--- config.mk ---
export PLATFORM = sky130hd
export DESIGN_NAME = voice_mix_scheduler
export DESIGN_NICKNAME = d
export VERILOG_FILES = /design/src/rtl/voice_mix_scheduler.sv
export SDC_FILE = /design/constraint.sdc
export NUM_CORES = 1
export LEC_CHECK = 0
export ABC_AREA = 1
export CELL_PAD_IN_SITES_DETAIL_PLACEMENT = 1
export CELL_PAD_IN_SITES_GLOBAL_PLACEMENT = 2
export CORE_MARGIN = 2
export CORE_UTILIZATION = 37
export DETAILED_ROUTE_END_ITERATION = 16
export MAX_ROUTING_LAYER = met4
export PLACE_DENSITY_LB_ADDON = 0.15
export SETUP_SLACK_MARGIN = 0.4
export SYNTH_ARGS = -nofsm -noshare
export SYNTH_HDL_FRONTEND = slang
export SYNTH_SLANG_ARGS = --single-unit
--- constraint.sdc ---
create_clock -name clk48m -period 6.25 [get_ports clk48m]
set_input_delay 1.25 -clock clk48m [delete_from_list [all_inputs] [get_ports clk48m]]
set_output_delay 1.25 -clock clk48m [all_outputs]
set_load 0.05 [all_outputs]
--- src/rtl/voice_mix_scheduler.sv ---
// Per-frame voice mixer: polls each enabled voice over req/ack, sums the samples,
// applies master gain with saturation and presents the result one frame later.
module voice_mix_scheduler #(
  parameter int NUM_VOICES   = 8,
  parameter int FRAME_CYCLES = 1024,
  parameter int ACK_TIMEOUT  = 64
) (
  input  logic                          clk48m,
  input  logic                          rst,
  input  logic [NUM_VOICES-1:0]         voice_enable,
  input  logic [7:0]                    master_gain,
  input  logic                          voice_ack,
  input  logic [23:0]                   voice_sample,
  input  logic                          err_clr,
  output logic                          voice_req,
  output logic [$clog2(NUM_VOICES)-1:0] voice_sel,
  output logic [23:0]                   signal,
  output logic                          frame_tick,
  output logic                          busy,
  output logic                          timeout_err,
  output logic                          overrun
);
  localparam int SEL_W  = $clog2(NUM_VOICES);
  localparam int ACC_W  = 24 + SEL_W;
  localparam int PROD_W = ACC_W + 9;
  localparam int FC_W   = (FRAME_CYCLES > 2) ? $clog2(FRAME_CYCLES) : 1;
  localparam int TO_W   = $clog2(ACK_TIMEOUT + 1);

  typedef enum logic [2:0] {IDLE, SEL, WAIT, NEXT, SCALE} state_t;

  state_t                   state;
  logic [FC_W-1:0]          frame_cnt;
  logic [NUM_VOICES-1:0]    snap;
  logic [SEL_W-1:0]         idx;
  logic [TO_W-1:0]          wait_cnt;
  logic signed [ACC_W-1:0]  acc;
  logic [23:0]              pending;
  logic signed [PROD_W-1:0] prod, res;
  logic [PROD_W-24:0]       res_hi;
  logic [23:0]              sat;
  logic signed [ACC_W-1:0]  sample_ext;

  always_ff @(posedge clk48m or posedge rst) begin
    if (rst)
      frame_cnt <= FC_W'(FRAME_CYCLES - 1);
    else if (frame_cnt == FC_W'(FRAME_CYCLES - 1))
      frame_cnt <= '0;
    else
      frame_cnt <= frame_cnt + FC_W'(1);
  end

  assign frame_tick = (frame_cnt == '0);

  // Gain is unsigned: zero-extend before the signed multiply; >>> 7 floors toward -inf.
  assign sample_ext = {{SEL_W{voice_sample[23]}}, voice_sample};
  assign prod   = $signed(acc) * $signed({1'b0, master_gain});
  assign res    = prod >>> 7;
  assign res_hi = res[PROD_W-1:23];
  assign sat    = ((&res_hi) || !(|res_hi)) ? res[23:0]
                : (res[PROD_W-1] ? 24'h800000 : 24'h7FFFFF);

  always_ff @(posedge clk48m or posedge rst) begin
    if (rst) begin
      state       <= IDLE;
      snap        <= '0;
      idx         <= '0;
      wait_cnt    <= '0;
      acc         <= '0;
      pending     <= '0;
      signal      <= '0;
      voice_req   <= 1'b0;
      voice_sel   <= '0;
      busy        <= 1'b0;
      timeout_err <= 1'b0;
      overrun     <= 1'b0;
    end else begin
      // Clear first so a set in the same cycle takes precedence.
      if (err_clr) begin
        timeout_err <= 1'b0;
        overrun     <= 1'b0;
      end
      if (frame_tick) begin
        signal    <= pending;
        if (busy) overrun <= 1'b1;
        snap      <= voice_enable;
        acc       <= '0;
        idx       <= '0;
        voice_req <= 1'b0;
        busy      <= 1'b1;
        state     <= SEL;
      end else begin
        case (state)
          IDLE: ;
          SEL: begin
            if (!snap[idx]) begin
              state <= NEXT;
            end else begin
              voice_sel <= idx;
              voice_req <= 1'b1;
              wait_cnt  <= '0;
              state     <= WAIT;
            end
          end
          WAIT: begin
            if (voice_ack) begin
              acc       <= acc + sample_ext;
              voice_req <= 1'b0;
              state     <= NEXT;
            end else if (wait_cnt == TO_W'(ACK_TIMEOUT - 1)) begin
              voice_req   <= 1'b0;
              timeout_err <= 1'b1;
              state       <= NEXT;
            end else begin
              wait_cnt <= wait_cnt + TO_W'(1);
            end
          end
          NEXT: begin
            if (idx == SEL_W'(NUM_VOICES - 1)) begin
              state <= SCALE;
            end else begin
              idx   <= idx + SEL_W'(1);
              state <= SEL;
            end
          end
          SCALE: begin
            pending <= sat;
            busy    <= 1'b0;
            state   <= IDLE;
          end
          default: state <= IDLE;
        endcase
      end
    end
  end
endmodule

==> flow_summary.json <==
{
  "status": "completed",
  "grt_max_degree": 59,
  "cts.path.max_buffers": 2,
  "final-hold-violation-count": 0,
  "layout.cells.most_common": "nand2_1",
  "fin_crit_sh": 0.913,
  "maxCapViolCount": 0,
  "required_ps": 6580,
  "diodes": 0,
  "syn_area_mm2": 0.0142,
  "ys_warn_count": 0,
  "clk_latency_ps": 450,
  "r2r_cells": 26,
  "grt_pass1_vias": 14200,
  "area_growth_syn_to_layout_pct": 32.6,
  "num_vias": 12800,
  "synth_cell_type_count": 45,
  "slew_headroom": 0.393,
  "final_max_slew_viol_count": 0,
  "finClkSkew_ps": 12.4,
  "synth_area_leaders": "fa_1 (24%), dfrtp_1 (18%), nand2_1 (14%)",
  "holdWs_ps": 472,
  "vias_per_cell": 4.81,
  "rsz0062_at_grt": "no",
  "ioPinCount": 76,
  "numPortBuffers": 75,
  "max_freq_ghz": 0.175,
  "synth_edf_count": 0,
  "grt_pass1_wl_mm": 73.8,
  "cts_made_buffers": 17,
  "fin_crit_ps": 5700,
  "placeableCoreArea_mm2": 0.0378,
  "die_h_um": 200,
  "cts_tree": "done",
  "rows": 71,
  "ys_seq_elements": 113,
  "cts.clk_slew.worst_paths_ps": 60,
  "syn_nets": 2235,
  "hold_buffers": 0,
  "yosysTopAreaCell": "fa_1",
  "die_x_um": 200,
  "slowest_stage": "fa_1",
  "worstSetupPathType": "input pin to flip-flop",
  "post_drt_wl_per_cell_um": 17.0,
  "drive_gt1_frac": 0.235,
  "startpoint_type": "input pin",
  "die_area_mm2": 0.0401,
  "async_flop_share": 1.00,
  "gp_congestion": 0.876,
  "antenna_found_initial": 0,
  "wirelength_mm": 45.0,
  "slowest_delay_ps": 590,
  "whs_path_depth": 2,
  "arrival_ps": 6030,
  "grt_overflow": 0,
  "final_cell_area_mm2": 0.0189,
  "htreeDepth": 4,
  "place_ws_ps": -566,
  "drc_errors": 0,
  "timing.final.ws_setup_ps": 546,
  "dp_hpwl_mm": 33.3,
  "numClockSinks": 113,
  "start_util": 0.377,
  "hold_path_class": "flip-flop to flip-flop",
  "synthFlopType": "dfrtp_1",
  "syn_inst": 1924,
  "setup_viol": 0,
  "final_util": 0.500,
  "root_buffer": "clkbuf_16",
  "first_pass_iters": 5,
  "tightest_slew_ps": 905,
  "nNetsFinal": 2442,
  "ant_nets": 0,
  "yosysTopAreaCellShare": 0.236,
  "ys_seq_area_frac": 0.200,
  "synth.avg_cell_area_um2": 7.40,
  "grt_usage": 0.239,
  "drt_iter0_markers": 408,
  "dpl_cell_area_mm2": 0.0164,
  "mostFrequentLayoutCells": "nand2_1 (472), inv_1 (413), fa_1 (159)",
  "fillerInstances": 4616,
  "crit_path_end_kind": "flip-flop",
  "critPathMaxFanout": 8
}
[registers in the layout (all words and copies together), names as in the netlist]
signal and flops:
acc 27, pending 24, signal 24, frame_cnt 10, snap 8, wait_cnt 7
idx 3, state 3, voice_sel 3, busy 1, overrun 1, timeout_err 1
voice_req 1
[path summary, 6_finish.rpt]
check	from	end	slack (ps)
setup / recovery	master_gain[5]	pending[2]	550
hold / removal	wait_cnt[6]	wait_cnt[6]	470
setup reg to reg	acc[26]	pending[2]	750
hold reg to reg	wait_cnt[6]	wait_cnt[6]	470
max in group asynchronous	rst	wait_cnt[6]	3650
min in group asynchronous	rst	acc[5]	1320
[layer usage]
layer	GRT usage	vias up	share of wire	wire (µm)
li1	-	6173	-	-
met1	0.297	6443	0.45	20000
met2	0.416	123	0.52	23200
met3	0.0301	39	0.024	1100
met4	0.0512	0	0.015	667
met5	-	-	0	0
[worst max-delay path: cells and delay by family]
kind / cells / cell delay (ps)
AOI/OAI and AO/OA: 2 / 270
adders and majority gates: 5 / 2370
buffers and inverters: 11 / 1180
and+or+nand+nor: 12 / 950
[stage by stage]
stage,instances,TNS [ps]
after floorplan,1924,0
after global placement,2571,-10790
after detailed placement,2571,-12400
after CTS,2631,0
after global routing,2655,0
final,2655,0
[cell usage after synthesis (2+ instances only)]
| cell type | number |
|---|---|
| a211oi_1 | 2 |
| a21o_1 | 5 |
| a21oi_1 | 91 |
| a21oi_2 | 20 |
| a31oi_1 | 8 |
| a32o_1 | 4 |
| and3_1 | 3 |
| buf_1 | 3 |
| buf_12 | 2 |
| buf_4 | 4 |
| buf_6 | 2 |
| clkbuf_1 | 57 |
| dfrtp_1 | 103 |
| dfstp_2 | 10 |
| fa_1 | 168 |
| ha_1 | 99 |
| inv_1 | 442 |
| inv_2 | 6 |
| nand2_1 | 537 |
| nand2_2 | 37 |
| nand2_4 | 2 |
| nand3_1 | 41 |
| nand4_1 | 5 |
| nor2_1 | 102 |
| nor2_2 | 5 |
| nor2_4 | 4 |
| nor3_1 | 18 |
| nor3_2 | 2 |
| nor4_1 | 8 |
| o21ai_0 | 71 |
| o21bai_1 | 7 |
| o22ai_1 | 2 |
| or2_2 | 5 |
| xnor2_1 | 15 |
| xor2_1 | 24 |
[what timing repair did]
action                     in CTS  in global routing
gates resized for setup       127                212
pin swaps                      55                143
setup endpoints to repair      24                 23
setup buffers                  22                 21
cloned                          6                  3
[cells by family after synthesis]
family | Yosys count | share of synthesized area
AO/OA/AOI/OAI | 216 | 0.0876
adder cells (fa/ha/maj) | 267 | 0.323
XOR/XNOR | 39 | 0.0240
AND/OR/NAND/NOR | 772 | 0.225
buffers and inverters | 517 | 0.141
flip-flops | 113 | 0.200
[layout make-up]
class                      count  area [µm²]  share of cell area
inverter                     449        1690              0.0896
timing repair buffer         256        2540               0.135
sequential                   113        2840               0.151
clock buffer                  21         460              0.0244
tap                          511         639              0.0339
clock inverter                11         176             0.00935
multi-input combinational   1294       10500               0.558
Power is left out: the tool's default activity adds up to more than one toggle a clock period on the data nets, which glitch-free logic cannot reach.
==> edit: new RTL, config.mk and constraints unchanged <==
Register the output `timeout_err` once more, with the module's reset; this adds one clock of latency there. The other outputs are not delayed to match.
--- a/src/rtl/voice_mix_scheduler.sv
+++ b/src/rtl/voice_mix_scheduler.sv
@@ -27,6 +27,8 @@
   localparam int TO_W   = $clog2(ACK_TIMEOUT + 1);
 
   typedef enum logic [2:0] {IDLE, SEL, WAIT, NEXT, SCALE} state_t;
+
+  logic timeout_err_s0;
 
   state_t                   state;
   logic [FC_W-1:0]          frame_cnt;
@@ -71,12 +73,12 @@
       voice_req   <= 1'b0;
       voice_sel   <= '0;
       busy        <= 1'b0;
-      timeout_err <= 1'b0;
+      timeout_err_s0 <= 1'b0;
       overrun     <= 1'b0;
     end else begin
       // Clear first so a set in the same cycle takes precedence.
       if (err_clr) begin
-        timeout_err <= 1'b0;
+        timeout_err_s0 <= 1'b0;
         overrun     <= 1'b0;
       end
       if (frame_tick) begin
@@ -108,7 +110,7 @@
               state     <= NEXT;
             end else if (wait_cnt == TO_W'(ACK_TIMEOUT - 1)) begin
               voice_req   <= 1'b0;
-              timeout_err <= 1'b1;
+              timeout_err_s0 <= 1'b1;
               state       <= NEXT;
             end else begin
               wait_cnt <= wait_cnt + TO_W'(1);
@@ -132,5 +134,13 @@
       end
     end
   end
+  always_ff @(posedge clk48m or posedge rst) begin
+    if (rst) begin
+      timeout_err <= '0;
+    end else begin
+      timeout_err <= timeout_err_s0;
+    end
+  end
+
 endmodule
 
Function: no difference found for any inputs over 10 cycles, from zero or initial values and one cycle with rst high; that may be too few to reach the edited logic, so the function may still have changed.
==> edit against the unedited design <==
  * Wire length fell by 1.6%
  * Cell count fell by 0.72%
  * Design area fell by 2.9%
  * Sequential cell count rose by 1
  * Maximum frequency fell by 2.3%
  * Area after synthesis rose by 0.17%
  * Setup slack got worse by 0.13 ns
  * Die area rose by 0.17%
  * Clock skew rose by 0.0074 ns
  * Via count fell by 0.51%
Power is not shown: default switching activity piles up to over one toggle a cycle in this logic, so the estimate is an artifact.
==> edit: results (changes against the unedited design) <==
\begin{tabular}{lr}
\hline
Metric & Value \\
\hline
\multicolumn{2}{l}{\textbf{Run status}} \\
\quad Outcome & completed (unchanged) \\
\multicolumn{2}{l}{\textbf{Synth}} \\
\quad Xor-xnor portion of the synthesized cell area & 2.40\% (about the same) \\
\quad Synthesis Warnings & 0 (unchanged) \\
\quad Sequential share of the synthesized area & 20.1\% (was 20.0\%) \\
\quad Most used flip-flop cell after synthesis & dfrtp\_1 (unchanged) \\
\quad Post-synthesis compound-gate area fraction & 8.76\% (about the same) \\
\quad Commonest cells in the synthesized netlist & nand2\_1, inv\_1, fa\_1 (unchanged) \\
\multicolumn{2}{l}{\textbf{GRT}} \\
\quad Via count of the first global-routing pass & 14000 (was 14200) \\
\quad Wire length of the first global-routing pass & 73500 um (was 73800 um) \\
\multicolumn{2}{l}{\textbf{Routing}} \\
\quad Average detailed-routed wire length per instance & 16.8 um (was 17.0 um) \\
\quad Iteration-0 DRC count of the detailed router & 443 (was 408) \\
\quad Via count & 12700 (was 12800) \\
\multicolumn{2}{l}{\textbf{Timing}} \\
\quad Tightest Pin Transition & 0.969 ns (was 0.905 ns) \\
\quad Maximum clock skew at final layout & 0.0198 ns (was 0.0124 ns) \\
\multicolumn{2}{l}{\textbf{Hold path}} \\
\quad Destination of the worst hold path & timeout\_err (was wait\_cnt[6]) \\
\quad Launch instance of the worst min-delay path & timeout\_err\_s0 (was wait\_cnt[6]) \\
\quad Instance count along the most critical hold path & 0 (was 2) \\
\multicolumn{2}{l}{\textbf{Final layout}} \\
\quad Fraction of final layout cells with drive strength greater than 1 & 19.6\% (was 23.5\%) \\
\quad Final layout net count & 2424 (was 2442) \\
\multicolumn{2}{l}{\textbf{Setup path}} \\
\quad Terminus of the critical flop-to-flop path & pending[1] (was pending[2]) \\
\quad Max FO, Critical Path & 7 (was 8) \\
\quad R2R depth & 24 (was 26) \\
\quad Arrival time worst endpoint & 6.20 ns (was 6.03 ns) \\
\quad Reg2reg setup slack & 0.73 ns (was 0.75 ns) \\
\multicolumn{2}{l}{\textbf{Placed design}} \\
\quad Final RePlAce weighted congestion & 0.854 (was 0.876) \\
\quad Estimated wirelength of the detail-placed design & 33700 um (was 33300 um) \\
\hline
\end{tabular}
==> edit: changes by cell type in the layout (fill, tap and decap cells not counted), moves of 5 or more <==
cell / delta
nand2_1: +31
buf_6: -5
nand2_4: -11
nand2_2: -23
a21oi_4: -9
ha_4: -5
nor2_4: -10
inv_1: +18
buf_4: -13
inv_2: -17
a21oi_2: +6
nor2_1: +6
==> edit: layout make-up <==
cell class                      instances  area, um2
Inverter                              450       1690
Fill cell                            4636      19500
Clock inverter                         13        138
Timing Repair Buffer                  238       2440
Multi-Input combinational cell       1292      10100
Sequential cell                       114       2870
Clock buffer                           18        429
Tap cell                              511        639
==> edit: cells by family after synthesis <==
group                    after synthesis
flip-flops                           114
AO/OA/AOI/OAI                        216
adder cells (fa/ha/maj)              267
AND/OR/NAND/NOR                      770
buffers and inverters                518
XOR/XNOR                              39
==> edit: routing by layer <==
layer | global-route usage, % | share of wire, % | routed length, um
met1 | 30.3 | 46 | 20200
met2 | 40.3 | 50 | 22000
met3 | 3.14 | 2.6 | 1170
met4 | 5.98 | 1.9 | 860
met5 | - | 0 | 0
==> edit: critical path, stage by stage <==
cell	delay, ns
buf_8	0.10
buf_12	0.13
buf_8	0.13
nand2_4	0.07
inv_2	0.05
fa_2	0.57
inv_2	0.07
buf_6	0.11
fa_1	0.47
fa_1	0.55
inv_1	0.06
fa_1	0.49
ha_4	0.31
buf_12	0.11
nand2_8	0.05
nor3_4	0.20
nand2_2	0.12
nor4_4	0.29
nand2_2	0.14
nand3_2	0.10
nand2_2	0.07
nor2_4	0.08
nand2_2	0.08
buf_6	0.13
nand2_8	0.10
clkbuf_16	0.19
nand2_4	0.05
a21oi_2	0.11
==> edit: what timing repair did <==
item	in CTS	in global routing
pin swaps	23	67
setup endpoints to repair	24	23
endpoints found under the hold margin	0	0
cloned	11	2
gates resized for setup	97	129
setup buffers	12	12
==> edit: per-stage QoR <==
step	instances	hold WS [ns]	worst slack, ns	instance area [um2]
2_1_floorplan	1924	0.354	0.433	14300
3_3_place_gp	2568	0.362	-0.531	16400
3_5_place_dp	2568	0.369	-0.643	16400
4_1_cts	2622	0.382	0.407	17700
5_1_grt	2636	0.390	0.258	18300
6_report	2636	0.377	0.414	18300
==> edit: worst max-delay path by stage <==
stage	cells past startpoint	start	to	slack [ns]
after floorplan	26	master_gain[2]	pending[0]	0.43
after global placement	24	master_gain[0]	pending[20]	-0.53
after detailed placement	24	master_gain[0]	pending[22]	-0.64
after CTS	29	master_gain[5]	pending[1]	0.41
after global routing	27	master_gain[1]	pending[1]	0.26
final	28	master_gain[4]	pending[1]	0.41
